<file path="src/rtl/debouncer_multi_pkg.sv">
`default_nettype none
// +-----------------------------------------------------------------------------
// | Package     : debounce_pkg
// | Description : Shared constants and width helpers for the multi-channel
// |               switch debouncer.
// | Revision    : 1.0 - initial release
// +-----------------------------------------------------------------------------
package debounce_pkg;

    localparam int c_SIM_DEBOUNCE_CYCLES   = 8;
    localparam int c_BOARD_DEBOUNCE_CYCLES = 65536;
    localparam int c_BOARD_HOLD_CYCLES     = 1048576;

    // Counter width able to hold 0..cycles-1; never narrower than one bit.
    function automatic int count_width(input int cycles);
        return (cycles > 2) ? $clog2(cycles) : 1;
    endfunction

endpackage : debounce_pkg
`default_nettype wire

</file>
<file path="src/rtl/debouncer_multi_if.sv">
`default_nettype none
// +-----------------------------------------------------------------------------
// | Interface   : debouncer_multi_if
// | Description : Pin-side inputs and front-panel-side outputs of the
// |               multi-channel debouncer.
// | Revision    : 1.0 - initial release
// +-----------------------------------------------------------------------------
interface debouncer_multi_if #(
    parameter int CHANNELS = 4
);

    logic [CHANNELS-1:0] switch_input;
    logic [CHANNELS-1:0] state;
    logic [CHANNELS-1:0] trans_up;
    logic [CHANNELS-1:0] trans_dn;
    logic [CHANNELS-1:0] hold;
    logic                any_event;

    // Board/control side: drives the raw pins, consumes the debounced view.
    modport master (
        output switch_input,
        input  state,
        input  trans_up,
        input  trans_dn,
        input  hold,
        input  any_event
    );

    // Debouncer side.
    modport slave (
        input  switch_input,
        output state,
        output trans_up,
        output trans_dn,
        output hold,
        output any_event
    );

endinterface : debouncer_multi_if
`default_nettype wire

</file>
<file path="src/rtl/debouncer_multi_chan.sv">
`default_nettype none
// +-----------------------------------------------------------------------------
// | Module      : debounce_chan
// | Description : One debounce channel: stability counter, accepted level,
// |               rise/fall pulses and (with DEBOUNCE_HOLD_EN) long-press pulse.
// | Revision    : 1.0 - initial release
// +-----------------------------------------------------------------------------
module debounce_chan
    import debounce_pkg::*;
#(
    parameter int   DEBOUNCE_CYCLES = c_BOARD_DEBOUNCE_CYCLES,
`ifdef DEBOUNCE_HOLD_EN
    parameter int   HOLD_CYCLES     = c_BOARD_HOLD_CYCLES,
`endif
    parameter logic RESET_VAL       = 1'b0
) (
    input  logic CLK,
    input  logic RESETN,
    input  logic i_lvl,
    output logic o_state,
    output logic o_trans_up,
    output logic o_trans_dn,
    output logic o_hold
);

    localparam int              c_CW       = count_width(DEBOUNCE_CYCLES);
    localparam logic [c_CW-1:0] c_CNT_TERM = c_CW'(DEBOUNCE_CYCLES - 1);

    logic [c_CW-1:0] r_cnt;
    logic            r_state;
    logic            r_trans_up;
    logic            r_trans_dn;

    // Any sample matching the accepted level restarts the stability window.
    always_ff @(posedge CLK or negedge RESETN) begin
        if (!RESETN) begin
            r_cnt      <= '0;
            r_state    <= RESET_VAL;
            r_trans_up <= 1'b0;
            r_trans_dn <= 1'b0;
        end else begin
            r_trans_up <= 1'b0;
            r_trans_dn <= 1'b0;
            if (i_lvl == r_state) begin
                r_cnt <= '0;
            end else if (r_cnt == c_CNT_TERM) begin
                r_cnt      <= '0;
                r_state    <= i_lvl;
                r_trans_up <= i_lvl;
                r_trans_dn <= ~i_lvl;
            end else begin
                r_cnt <= r_cnt + 1'b1;
            end
        end
    end

    assign o_state    = r_state;
    assign o_trans_up = r_trans_up;
    assign o_trans_dn = r_trans_dn;

`ifdef DEBOUNCE_HOLD_EN
    localparam int              c_HW        = count_width(HOLD_CYCLES);
    localparam logic [c_HW-1:0] c_HOLD_TERM = c_HW'(HOLD_CYCLES - 1);

    logic [c_HW-1:0] r_hold_cnt;
    logic            r_hold_done;
    logic            r_hold;

    // Saturating press timer; r_hold_done blocks re-firing until release.
    always_ff @(posedge CLK or negedge RESETN) begin
        if (!RESETN) begin
            r_hold_cnt  <= '0;
            r_hold_done <= 1'b0;
            r_hold      <= 1'b0;
        end else if (!r_state) begin
            r_hold_cnt  <= '0;
            r_hold_done <= 1'b0;
            r_hold      <= 1'b0;
        end else if (r_hold_cnt != c_HOLD_TERM) begin
            r_hold_cnt <= r_hold_cnt + 1'b1;
            r_hold     <= 1'b0;
        end else begin
            r_hold      <= ~r_hold_done;
            r_hold_done <= 1'b1;
        end
    end

    assign o_hold = r_hold;
`else
    assign o_hold = 1'b0;
`endif

endmodule : debounce_chan
`default_nettype wire

</file>
<file path="src/rtl/debouncer_multi.sv">
`default_nettype none
// +-----------------------------------------------------------------------------
// | Module      : debouncer_multi
// | Description : N-channel switch debouncer with per-channel polarity, edge
// |               pulses and an aggregate event strobe. Long-press pulses are
// |               built only when DEBOUNCE_HOLD_EN is defined.
// | Revision    : 1.0 - initial release
// +-----------------------------------------------------------------------------
module debouncer_multi
    import debounce_pkg::*;
#(
    parameter int                  CHANNELS        = 4,
    parameter int                  DEBOUNCE_CYCLES = c_BOARD_DEBOUNCE_CYCLES,
    parameter logic [CHANNELS-1:0] ACTIVE_LOW_MASK = '0,
    parameter logic [CHANNELS-1:0] RESET_STATE     = '0,
    parameter int                  HOLD_CYCLES     = c_BOARD_HOLD_CYCLES
) (
    input  logic              CLK,
    input  logic              RESETN,
    debouncer_multi_if.slave  bus
);

    if (CHANNELS < 1 || CHANNELS > 32) begin : g_err_channels
        $error("debouncer_multi: CHANNELS must be 1..32");
    end
    if (DEBOUNCE_CYCLES < 2) begin : g_err_debounce
        $error("debouncer_multi: DEBOUNCE_CYCLES must be >= 2");
    end
    if (HOLD_CYCLES < 2) begin : g_err_hold
        $error("debouncer_multi: HOLD_CYCLES must be >= 2");
    end

    // Pin-level reset image, so the synchroniser agrees with the reset state.
    localparam logic [CHANNELS-1:0] c_SYNC_RESET = RESET_STATE ^ ACTIVE_LOW_MASK;

    logic [CHANNELS-1:0] r_sync_0;
    logic [CHANNELS-1:0] r_sync_1;
    logic [CHANNELS-1:0] w_lvl;
    logic [CHANNELS-1:0] w_state;
    logic [CHANNELS-1:0] w_trans_up;
    logic [CHANNELS-1:0] w_trans_dn;
    logic [CHANNELS-1:0] w_hold;
    logic                r_any_event;

    always_ff @(posedge CLK or negedge RESETN) begin
        if (!RESETN) begin
            r_sync_0    <= c_SYNC_RESET;
            r_sync_1    <= c_SYNC_RESET;
            r_any_event <= 1'b0;
        end else begin
            r_sync_0    <= bus.switch_input;
            r_sync_1    <= r_sync_0;
            r_any_event <= |(w_trans_up | w_trans_dn);
        end
    end

    assign w_lvl = r_sync_1 ^ ACTIVE_LOW_MASK;

    for (genvar gi = 0; gi < CHANNELS; gi++) begin : g_chan
        debounce_chan #(
            .DEBOUNCE_CYCLES (DEBOUNCE_CYCLES),
`ifdef DEBOUNCE_HOLD_EN
            .HOLD_CYCLES     (HOLD_CYCLES),
`endif
            .RESET_VAL       (RESET_STATE[gi])
        ) u_chan (
            .CLK        (CLK),
            .RESETN     (RESETN),
            .i_lvl      (w_lvl[gi]),
            .o_state    (w_state[gi]),
            .o_trans_up (w_trans_up[gi]),
            .o_trans_dn (w_trans_dn[gi]),
            .o_hold     (w_hold[gi])
        );
    end

    assign bus.state     = w_state;
    assign bus.trans_up  = w_trans_up;
    assign bus.trans_dn  = w_trans_dn;
    assign bus.hold      = w_hold;
    assign bus.any_event = r_any_event;

endmodule : debouncer_multi
`default_nettype wire
</file>
<file path="src/flat_wrapper.sv">
// flat-port wrapper written by rule: the top's interface ports become plain ports
module debouncer_multi_flat import debounce_pkg::*;
#(
    parameter int                  CHANNELS        = 4,
    parameter int                  DEBOUNCE_CYCLES = c_BOARD_DEBOUNCE_CYCLES,
    parameter logic [CHANNELS-1:0] ACTIVE_LOW_MASK = '0,
    parameter logic [CHANNELS-1:0] RESET_STATE     = '0,
    parameter int                  HOLD_CYCLES     = c_BOARD_HOLD_CYCLES
)
  (CLK, RESETN, bus_switch_input, bus_state, bus_trans_up, bus_trans_dn, bus_hold, bus_any_event);
  debouncer_multi_if #(.CHANNELS(CHANNELS)) bus_i ();
  input  logic CLK;
  input  logic RESETN;
  input wire logic [$bits(bus_i.switch_input)-1:0] bus_switch_input;
  output wire logic [$bits(bus_i.state)-1:0] bus_state;
  output wire logic [$bits(bus_i.trans_up)-1:0] bus_trans_up;
  output wire logic [$bits(bus_i.trans_dn)-1:0] bus_trans_dn;
  output wire logic [$bits(bus_i.hold)-1:0] bus_hold;
  output wire logic [$bits(bus_i.any_event)-1:0] bus_any_event;
  assign bus_i.switch_input = bus_switch_input;
  assign bus_state = bus_i.state;
  assign bus_trans_up = bus_i.trans_up;
  assign bus_trans_dn = bus_i.trans_dn;
  assign bus_hold = bus_i.hold;
  assign bus_any_event = bus_i.any_event;
  debouncer_multi #(.CHANNELS(CHANNELS), .DEBOUNCE_CYCLES(DEBOUNCE_CYCLES), .ACTIVE_LOW_MASK(ACTIVE_LOW_MASK), .RESET_STATE(RESET_STATE), .HOLD_CYCLES(HOLD_CYCLES)) u_core (.CLK(CLK), .RESETN(RESETN), .bus(bus_i));
endmodule
</file>
<file path="config.mk">
export PLATFORM = sky130hd
export DESIGN_NAME = debouncer_multi_flat
export DESIGN_NICKNAME = d
export VERILOG_FILES = /design/src/rtl/debouncer_multi_pkg.sv /design/src/rtl/debouncer_multi_if.sv /design/src/rtl/debouncer_multi_chan.sv /design/src/rtl/debouncer_multi.sv /design/src/flat_wrapper.sv
export SDC_FILE = /design/constraint.sdc
export NUM_CORES = 1
export LEC_CHECK = 0
export ABC_AREA = 0
export CAP_MARGIN = 40
export CORE_MARGIN = 5
export CORE_UTILIZATION = 50
export DETAILED_ROUTE_END_ITERATION = 16
export PLACE_DENSITY = 0.67
export SYNTH_ARGS = -nofsm -noshare
export SYNTH_HDL_FRONTEND = slang
export SYNTH_HIERARCHICAL = 1
export SYNTH_SLANG_ARGS = --single-unit
export TNS_END_PERCENT = 1
</file>
<file path="constraint.sdc">
create_clock -name CLK -period 1.8 [get_ports CLK]
set_input_delay 0.18 -clock CLK [delete_from_list [all_inputs] [get_ports CLK]]
set_output_delay 0.18 -clock CLK [all_outputs]
set_load 0.005 [all_outputs]
</file>
**After elaboration in Yosys (flattened, before gate mapping)**

Cells that the tools add are included.

- Bitwise logic cells: 9
- Equality and inequality tests: 8
- Multiplexer cells: 24
- Add/subtract/negate cells: 4
- Reductions and logical operators: 5

Operator list:

| kind | number |
|---|---|
| $mux 16 | 8 |
| $add 16x1->16 const B | 4 |
| $eq 16x16->1 const B | 4 |
| $mux 1 | 16 |
| $not 1->1 | 8 |
| $reduce_and 2->1 | 4 |
| $eq 1x1->1 | 4 |
| $or 4x4->4 | 1 |
| $reduce_or 4->1 | 1 |

- Output and inout port bits: 17
- Bits of input ports: 6
- Word-level logic and storage cells: 69
- Flip-flop bits (word level): 85

**Depth between registers and ports, before layout**

Gate-level depths: netlist (run 1).

- Depth after elaboration: 3
- Depth in mapped cells: 6
- Mapped depth without buffers: 5

**Cells and area by module**

The synthesis (run 1) kept the hierarchy.

By module, submodules not included:

| module | area each (µm²) | sequential area each (µm²) | cells each | instances |
|---|---|---|---|---|
| debounce_chan | 905.9 | 475.5 | 85 | 4 |
| debouncer_multi | 241.5 | 225.2 | 12 | 1 |

**Worst setup path after synthesis (run 1)**

No wires, ideal clock.

- Kind: flip-flop to flip-flop
- From: register u_core.g_chan[0].u_chan.r_cnt[4]
- To: register u_core.g_chan[0].u_chan.r_state
- Setup time: 0.125 ns
- Setup slack: 0.191 ns
- Stages on the path, launching flop included: 4
- Buffers on the path: 0
- Clock period less this slack: 1.609 ns
- Required time: 1.675 ns
- Data arrival time: 1.484 ns
- Cells stage by stage: dfrtp_1 nand4_4 or4_4 mux2_4

- Cells in the longest elaborated chain, start to end: 2

Ends and longest elaborated chain:

| what | line | RTL |
|---|---|---|
| start: declaration | debouncer_multi_chan.sv:29 | `logic [c_CW-1:0] r_cnt;` |
| start signal: assignment | debouncer_multi_chan.sv:52 | `r_cnt <= r_cnt + 1'b1;` |
| $eq 16x16->1 | debouncer_multi_chan.sv:46 | `end else if (r_cnt == c_CNT_TERM) begin` |
| $reduce_and 2->1 (no source line) | n/a |  |
| end signal: assignment | debouncer_multi_chan.sv:48 | `r_state <= i_lvl;` |
| end: declaration | debouncer_multi_chan.sv:30 | `logic r_state;` |

Every way passes these cells.
A chain may end at the register's enable or synchronous reset.

**Worst setup path after layout (run 1)**

- From: register u_core.g_chan[2].u_chan.r_cnt[0]
- To: register u_core.g_chan[2].u_chan.r_state

- Cells in the longest elaborated chain, start to end: 2

Ends and longest elaborated chain:

| what | line |
|---|---|
| start: declaration | debouncer_multi_chan.sv:29 |
| start signal: assignment | debouncer_multi_chan.sv:52 |
| $eq 16x16->1 | debouncer_multi_chan.sv:46 |
| $reduce_and 2->1 (no source line) | n/a |
| end signal: assignment | debouncer_multi_chan.sv:48 |
| end: declaration | debouncer_multi_chan.sv:30 |

Every way passes these cells.

==> results.tsv, run 1 <==
stage	metric	value	unit
run_status	status	completed	
logic_synthesis	ys_seq_area_share	55.0	%
final_layout	fin_area	4390	sq um
timing	drv_slew	0	
final_layout	multiInputGateArea	1620	sq um
floorplan	die-area	9590	sq um
final_layout	final-seq-area	2130	sq um
timing	whs	262	ps
cts	cts_setup_buffers	0	
worst_setup_path	worst_setup_path_end_kind	register	
routing	via_per_inst	5.06	
routing	num_vias	2485	
cts	htreeDepth	3	
grt	grt_max_degree	41	
logic_synthesis	yosysTopAreaCell	dfrtp_1	
cts	cts_tree	done	
final_layout	fill_cells	663	
floorplan	die_w	97.9	um
routing	drc_errors	0	
grt	grt_overflow	0	
power	p_total	3420	uW
floorplan	die_h	97.9	um
routing	dr.first_iter.drc_count	63	
timing	fin_crit_sh	91.9	%
routing	wl_per_cell	13.2	um
final_layout	area_growth	13.5	%
worst_setup_path	path_delay_family	simple AND/OR/NAND/NOR gates	
worst_setup_path	cp-start-kind	register	
placed_design	dpl-instance-area	4180	sq um
floorplan	row_count	32	
final_layout	diodes	0	
worst_setup_path	crit_path_cell_trace	ha_1 > nand4_1 > or4_4 > mux2_4	
cts	cts_made_buffers	9	
timing	clock-skew-final	5.62	ps
power	power.leakage	0.00185	uW
grt	grt_pass1_wl	11500	um
floorplan	fp.coreArea	7650	sq um
routing	finalWirelength	6490	um
logic_synthesis	ys_ff_latch	85	
worst_setup_path	cp_max_fo	5	
final_layout	drive_above_1_share	10.5	%
placed_design	gp_congestion	0.788	
timing	setup_tns	0	ps
timing	rsz0062_at_grt	no	
logic_synthesis	synth_cell_types	20	
worst_setup_path	crit_slowest_cell	or4_4	
routing	first_pass_iters	4	
logic_synthesis	synth_warnings	6	
cts	cts_buffer_depth	2	
power	ir_drop	0.000423	V
grt	grt_pass1_vias	2467	
worst_hold_path	min_path_type	in -> reg	
floorplan	start_util	50.5	%
logic_synthesis	syn_area_per_cell	11.0	sq um
logic_synthesis	syn-num-nets	362	
timing	finalCriticalPeriod	1650	ps
logic_synthesis	synth_area	3860	sq um
timing	setup_viol	0	
floorplan	io_pins	23	
grt	antenna_found_initial	0	
worst_setup_path	slowest_delay	470	ps
cts	clkTransAtPathRegs	80	ps
final_layout	fin_util	57.3	%
logic_synthesis	synth_area_leaders	dfrtp_1, xnor2_1, nor2_1	
grt	track_usage	14.7	%
power	p_per_area	781	nW/um^2
routing	antenna_left	0	
placed_design	dp_hpwl	4460	um
final_layout	nNetsFinal	394	
timing	fmax	605	MHz
worst_setup_path	arrival	1890	ps
logic_synthesis	synth_cells	352	
flow_run	drv.max_cap_violation_count	0	
cts	ctsRootBufferMaster	clkbuf_8	
logic_synthesis	yosysTopAreaCellShare	55.0	%
cts	cts_sinks	85	
cts	clock_latency	350	ps
worst_setup_path	path_buf_inv	0	
timing	hold_viol	0	
worst_setup_path	crit_required	2040	ps
worst_setup_path	criticalPathCategory	reg -> reg	
placed_design	port_buffers	18	
==> worst paths after layout <==
kind                                                            start  slack (ps)                                           to  depth (start not counted)
hold / removal                                    bus_switch_input[3]         260                 u_core/r_sync_0[3]$_DFF_PN0_                          1
min in group asynchronous                                      RESETN         320   u_core/g_chan[0].u_chan/r_cnt[5]$_DFF_PN0_                          2
setup / recovery           u_core/g_chan[2].u_chan/r_cnt[0]$_DFF_PN0_         150  u_core/g_chan[2].u_chan/o_state$_DFFE_PN0P_                          4
setup reg to reg           u_core/g_chan[2].u_chan/r_cnt[0]$_DFF_PN0_         150  u_core/g_chan[2].u_chan/o_state$_DFFE_PN0P_                          4
max in group asynchronous                                      RESETN         910  u_core/g_chan[1].u_chan/r_cnt[13]$_DFF_PN0_                          3
hold reg to reg                          u_core/r_sync_0[1]$_DFF_PN0_         360                 u_core/r_sync_1[1]$_DFF_PN0_                          0
==> sequential cells by signal, summed over array words and instances, names as in the netlist <==
register and cells:
u_core/g_chan.u_chan/o_trans_dn 4, u_core/g_chan.u_chan/o_trans_up 4, u_core/g_chan.u_chan/o_state 4, u_core/g_chan.u_chan/r_cnt 64, u_core/bus.any_event 1, u_core/r_sync_1 4
u_core/r_sync_0 4
==> layer usage <==
metal  share of wire (%)  wire length [um]  GRT usage [%]
met1                  50              3220           20.4
met2                  46              2960           22.3
met3                 3.8               244           4.57
met4                0.91                59           4.26
met5                   0                 0              0
==> cell families (layout without fill, tap and decap cells) <==
kind of cell             Yosys count  count (layout)  share of synthesized area, %
multiplexers                       4               4                          1.55
XOR/XNOR                          60              60                          13.6
buffers and inverters             20              57                          3.11
AND/OR/NAND/NOR                  175             175                          25.0
other                              4               4                         0.388
flip-flops                        85              85                          55.0
adder cells (fa/ha/maj)            4               4                          1.29
==> timing repair <==
item                      CTS  global route
resized for setup           0             0
hold endpoints to repair   34             0
hold buffers                1             0
==> per-stage QoR <==
| step | worst slack (ps) | std cells |
|---|---|---|
| after floorplan | 191 | 352 |
| after detailed placement | 162 | 474 |
| final | 146 | 491 |
| after global routing | 40.9 | 491 |
| after global placement | 211 | 474 |
| after CTS | 140 | 491 |
==> placed cells by master, fill, tap and decap left out, types with 2 or more instances in the layout <==
cell type and instances:
dfrtp_1 85, nor2_1 72, xnor2_1 44, nor4_1 18, clkdlybuf4s50_1 17, nand2_1 17, nand3_1 16, nand4_1 16
xor2_1 16, inv_1 12, nor3_1 12, clkbuf_8 10, buf_4 10, nor3b_1 8, nand4_4 4, or4_4 4
nand2b_4 4, and4_1 4, mux2_4 4, ha_1 4, conb_1 4, clkbuf_1 2, clkinv_2 2
==> report_power, final <==
| part | switching [uW] | internal, uW | total [uW] |
|---|---|---|---|
| clock | 646 | 676 | 1320 |
| combinational | 81.6 | 47.9 | 129 |
| sequential | 34.3 | 1940 | 1970 |
==> synthesized netlist by cell type <==
cell and n:
nand2b_4 4, nor4_1 18, nand2_1 17, nand4_4 4, nor3b_1 8, and4_1 4, nand4_1 16, dfrtp_1 85
xor2_1 16, nand3_1 16, or4_4 4, conb_1 4, buf_4 4, xnor2_1 44, nor3_1 12, inv_1 12
nor2_1 72, ha_1 4, mux2_4 4, buf_6 4
==> final cells by class <==
type                    count  area share [%]
well taps                 102            2.91
inverters                  12            1.03
clock buffers              12            3.31
repair buffers             29            6.28
flip-flops and latches     85            48.5
clock inverters             4            1.08
multi-input cells         247            36.9
No activity file was read; power rests on OpenSTA's default activity.
==> inputs of run 2 (changes only) <==
CAP_MARGIN = unset   (was 40)
CTS_CLUSTER_DIAMETER = 30   (was unset)
==> results of run 2 <==
Final layout, timing and power as in run 1 (identical DEF).
==> edit 1, RTL diff (settings of run 1) <==
Add a define of `DEBOUNCE_HOLD_EN`.
--- a/src/rtl/debouncer_multi_chan.sv
+++ b/src/rtl/debouncer_multi_chan.sv
@@ -7,2 +7,4 @@
 // +-----------------------------------------------------------------------------
+`define DEBOUNCE_HOLD_EN
+
 module debounce_chan
Function: same outputs for any inputs over 10 cycles, from zero or initial values and one cycle with RESETN low; that may be too few to reach the edited logic, so the function may still have changed.
==> edit 1 against run 1 <==
Power rose by 150%. Setup slack got worse by 120 ps. Cell area rose by 140%. Clock skew rose by 4.0 ps. Synthesized area rose by 120%. Largest power group is now the clock network. Final cell count rose to 2.5 times the old value. Clock power rose to 3.2 times the old value. Sequential cell count rose by 88. Critical endpoint is now u_core/g_chan[3].u_chan/r_hold_cnt[12]. Wire length rose to 2.8 times the old value.
==> edit 1: results (changes against run 1) <==
r2r setup slk 20 ps (-120 ps); setup skew after layout 9.60 ps (+3.98 ps); final non-filler cell total 1233 (+150%); GR met2 Demand/Resource 30.5% (+8.2 points); Filler cells 1455 (+120%); period utilization 98.7% (+6.9 points); Root Buffer Master clkbuf_16; WHS Endpoint u_core/r_sync_0[1]; RD Place Congestion 0.818 (+3.7%); post-synthesis sequential area ratio 49.9% (-5.1 points); Avg Inst Size Synth 9.89 sq um (-9.9%); H-tree Lvls 4 (+1); Post-Synth XOR/XNOR Area 4.95% (-8.7 points); Hold Startpoint bus_switch_input[1]; worst r2r src u_core/g_chan[3].u_chan/r_hold_cnt[0]; number of global-route vias before repair 6690 (+170%); Worst VDD drop 0.000717 V (+69%); Synth cell types 52 (+160%); Final #Nets 1009 (+160%); outcome complete, no violations; first-pass GRT wire length 31800 um (+180%); P_int 0.00668 W (+150%); M3 GR Usage 3.74% (-0.83 points); synth cell count leaders dfrtp_1, nand2_1, nor2_1; Post-Syn Nets 891 (+150%); clk_lat worst skew 430 ps (+80 ps); number of cells on the worst reg-to-reg path 5 (+1); adder-cell area share of the yosys netlist 1.15% (-0.14 points); post-DR vias/cell 5.61 (+11%); WL final 18300 um (+180%); Min Hold Slack 189 ps (-72.9 ps)
-- edit 1: what timing repair did --
action	CTS	global route
endpoints found under the setup margin	21	100
hold endpoints to repair	80	0
setup buffers	0	3
pin swaps	0	10
gates cloned	0	0
gates resized for setup	3	40
hold buffers	1	0
-- edit 1: cells by family (layout without fill, tap and decap cells) --
kind of cell             Yosys count  in the layout
AND/OR/NAND/NOR                  414            414
multiplexers                      28             28
XOR/XNOR                          49             49
buffers and inverters             51            182
AO/OA/AOI/OAI                    154            154
adder cells (fa/ha/maj)            8              8
flip-flops                       173            173
-- edit 1: worst register-to-register path, stage by stage, from the launching register on --
cell	delay (ps)
dfrtp_1	410
ha_2	210
and3_4	200
nand4_1	180
or4_1	540
a21oi_2	160
-- edit 1: final cells by class --
class                           count  area share [%]
Sequential cell                   173            40.6
Multi-Input combinational cell    653            39.8
Timing Repair Buffer              126            9.68
Clock buffer                       19            4.24
Tap cell                          225            2.64
Clock inverter                     13            2.21
Inverter                           24           0.844
-- edit 1: routing by layer --
metal	up-vias	wire length (um)
met1	3369	8760
met5	-	0
met3	24	446
li1	3448	-
met2	75	8830
met4	0	292
-- edit 1: power groups by stage --
stage	Clock (W)	Sequential [W]	Combinational, W
3_5_place_dp	0	0.00402	0.000209
3_3_place_gp	0	0.00402	0.000207
6_report	0.00425	0.00395	0.000214
4_1_cts	0.00435	0.00395	0.000213
2_1_floorplan	0	0.00402	0.0000591
5_1_grt	0.00451	0.00395	0.000246
==> edit 2, RTL diff (flow settings as in run 1) <==
Without the edit above. The package constant `c_BOARD_DEBOUNCE_CYCLES` goes from 65536 to 131072.
--- a/src/rtl/debouncer_multi_pkg.sv
+++ b/src/rtl/debouncer_multi_pkg.sv
@@ -10,3 +10,3 @@
     localparam int c_SIM_DEBOUNCE_CYCLES   = 8;
-    localparam int c_BOARD_DEBOUNCE_CYCLES = 65536;
+    localparam int c_BOARD_DEBOUNCE_CYCLES = 131072;
     localparam int c_BOARD_HOLD_CYCLES     = 1048576;
Behaviour: no difference found for any inputs over 10 cycles, from zero or initial values and one cycle with RESETN low; that may be too few to reach the edited logic, so the function may still have changed.
==> edit 2 against run 1 <==
The flow now finishes with violations (negative setup slack). Sequential cell count up 4. Clock skew up 8.4 ps. Power up 11%. Synthesized area up 12%. Synthesized cell count up 12%. Count of clock-buffer cells in the layout down 2. Critical path depth up 3. Global-route usage up 2.9 points. Cell area up 21%. Non-clock buffer count up 47. Wire length up 33%. Sequential share of layout area down 6.7 points. Setup slack worse by 200 ps. Critical path type unchanged.
==> edit 2: results (changes against run 1) <==
First DRT Iteration DRCs 91 (+44%); post-synthesis sequential area ratio 51.6% (-3.4 points); crit-path max cell delay 380 ps (-90 ps); Final setup viols 1 (+1); Non-CTS buffers 76 (+160%); synth cell count leaders dfrtp_1, a21oi_1, nand4_1; setup skew after layout 14.0 ps (+8.42 ps); clk cell area share 4.30% (-0.094 points); GR met2 Demand/Resource 28.2% (+5.9 points); outcome finished with violations; Leakage Power 2.23 nW (+20%); Clock buffer cells 10 (-2); WHS Endpoint u_core/r_sync_0[0]; met2 WL 4150 um (+40%); WL/cell 15.0 um (+14%); slowest CP cell dfrtp_1; Avg Inst Size Synth 10.9 sq um (-0.47%); GR met1 Demand/Resource 23.9% (+3.4 points); Post-Place Worst Slack -55.3 ps (-217 ps); number of global-route vias before repair 3220 (+31%); slack of the critical path -50.1 ps (-196 ps); failing checks negative setup slack; max reg flops 68 (+6.3%); Multi-input gate area 2050 sq um (+27%); number of cells on the worst reg-to-reg path 7 (+3); met3 WL 259 um (+6.1%); setup TNS -50.1 ps (-50.1 ps); Post-Synth XOR/XNOR Area 3.77% (-9.8 points); DRT met1 WL 4160 um (+29%); critical path data arrival time 2100 ps (+210 ps); Worst VDD drop 0.000518 V (+22%); worst-path fanout max 6 (+1)
[edit 2: metrics by stage]
stage / instance area [sq um] / total power, W / utilization, %
floorplan: 4380 / 0.00219 / -
global placement: 4950 / 0.00229 / 59.7
detailed placement: 4950 / 0.00230 / 59.7
CTS: 5250 / 0.00386 / 63.2
global route: 5330 / 0.00398 / 64.2
finish: 5330 / 0.00381 / 64.2
[edit 2: worst max-delay path by stage]
| stage | start | to | depth (start not counted) | slack (ps) |
|---|---|---|---|---|
| 5_1_grt | u_core/g_chan[0].u_chan/r_cnt[1] | u_core/g_chan[0].u_chan/o_state | 7 | -120 |
| 3_5_place_dp | u_core/g_chan[3].u_chan/r_cnt[1] | u_core/g_chan[3].u_chan/o_state | 6 | -60 |
| 4_1_cts | u_core/g_chan[3].u_chan/r_cnt[0] | u_core/g_chan[3].u_chan/o_state | 6 | -10 |
| 3_3_place_gp | u_core/g_chan[3].u_chan/r_cnt[1] | u_core/g_chan[3].u_chan/o_state | 6 | -50 |
| 6_report | u_core/g_chan[0].u_chan/r_cnt[1] | u_core/g_chan[0].u_chan/o_state | 7 | -50 |
| 2_1_floorplan | u_core/g_chan[2].u_chan/r_cnt[0] | u_core/g_chan[2].u_chan/r_cnt[11] | 8 | -20 |
[edit 2: critical path: cells and delay by family (launching register included)]
family | cells | cell delay (ps)
flip-flops | 1 | 380
adder cells (fa/ha/maj) | 2 | 350
AND/OR/NAND/NOR | 3 | 620
multiplexers | 1 | 290
buffers and inverters | 1 | 110
[edit 2: power by group]
group | total [W] | internal (W) | switching [W]
clock network | 0.00154 | 0.000824 | 0.000712
logic | 0.000224 | 0.0000986 | 0.000126
registers | 0.00205 | 0.00203 | 0.0000219
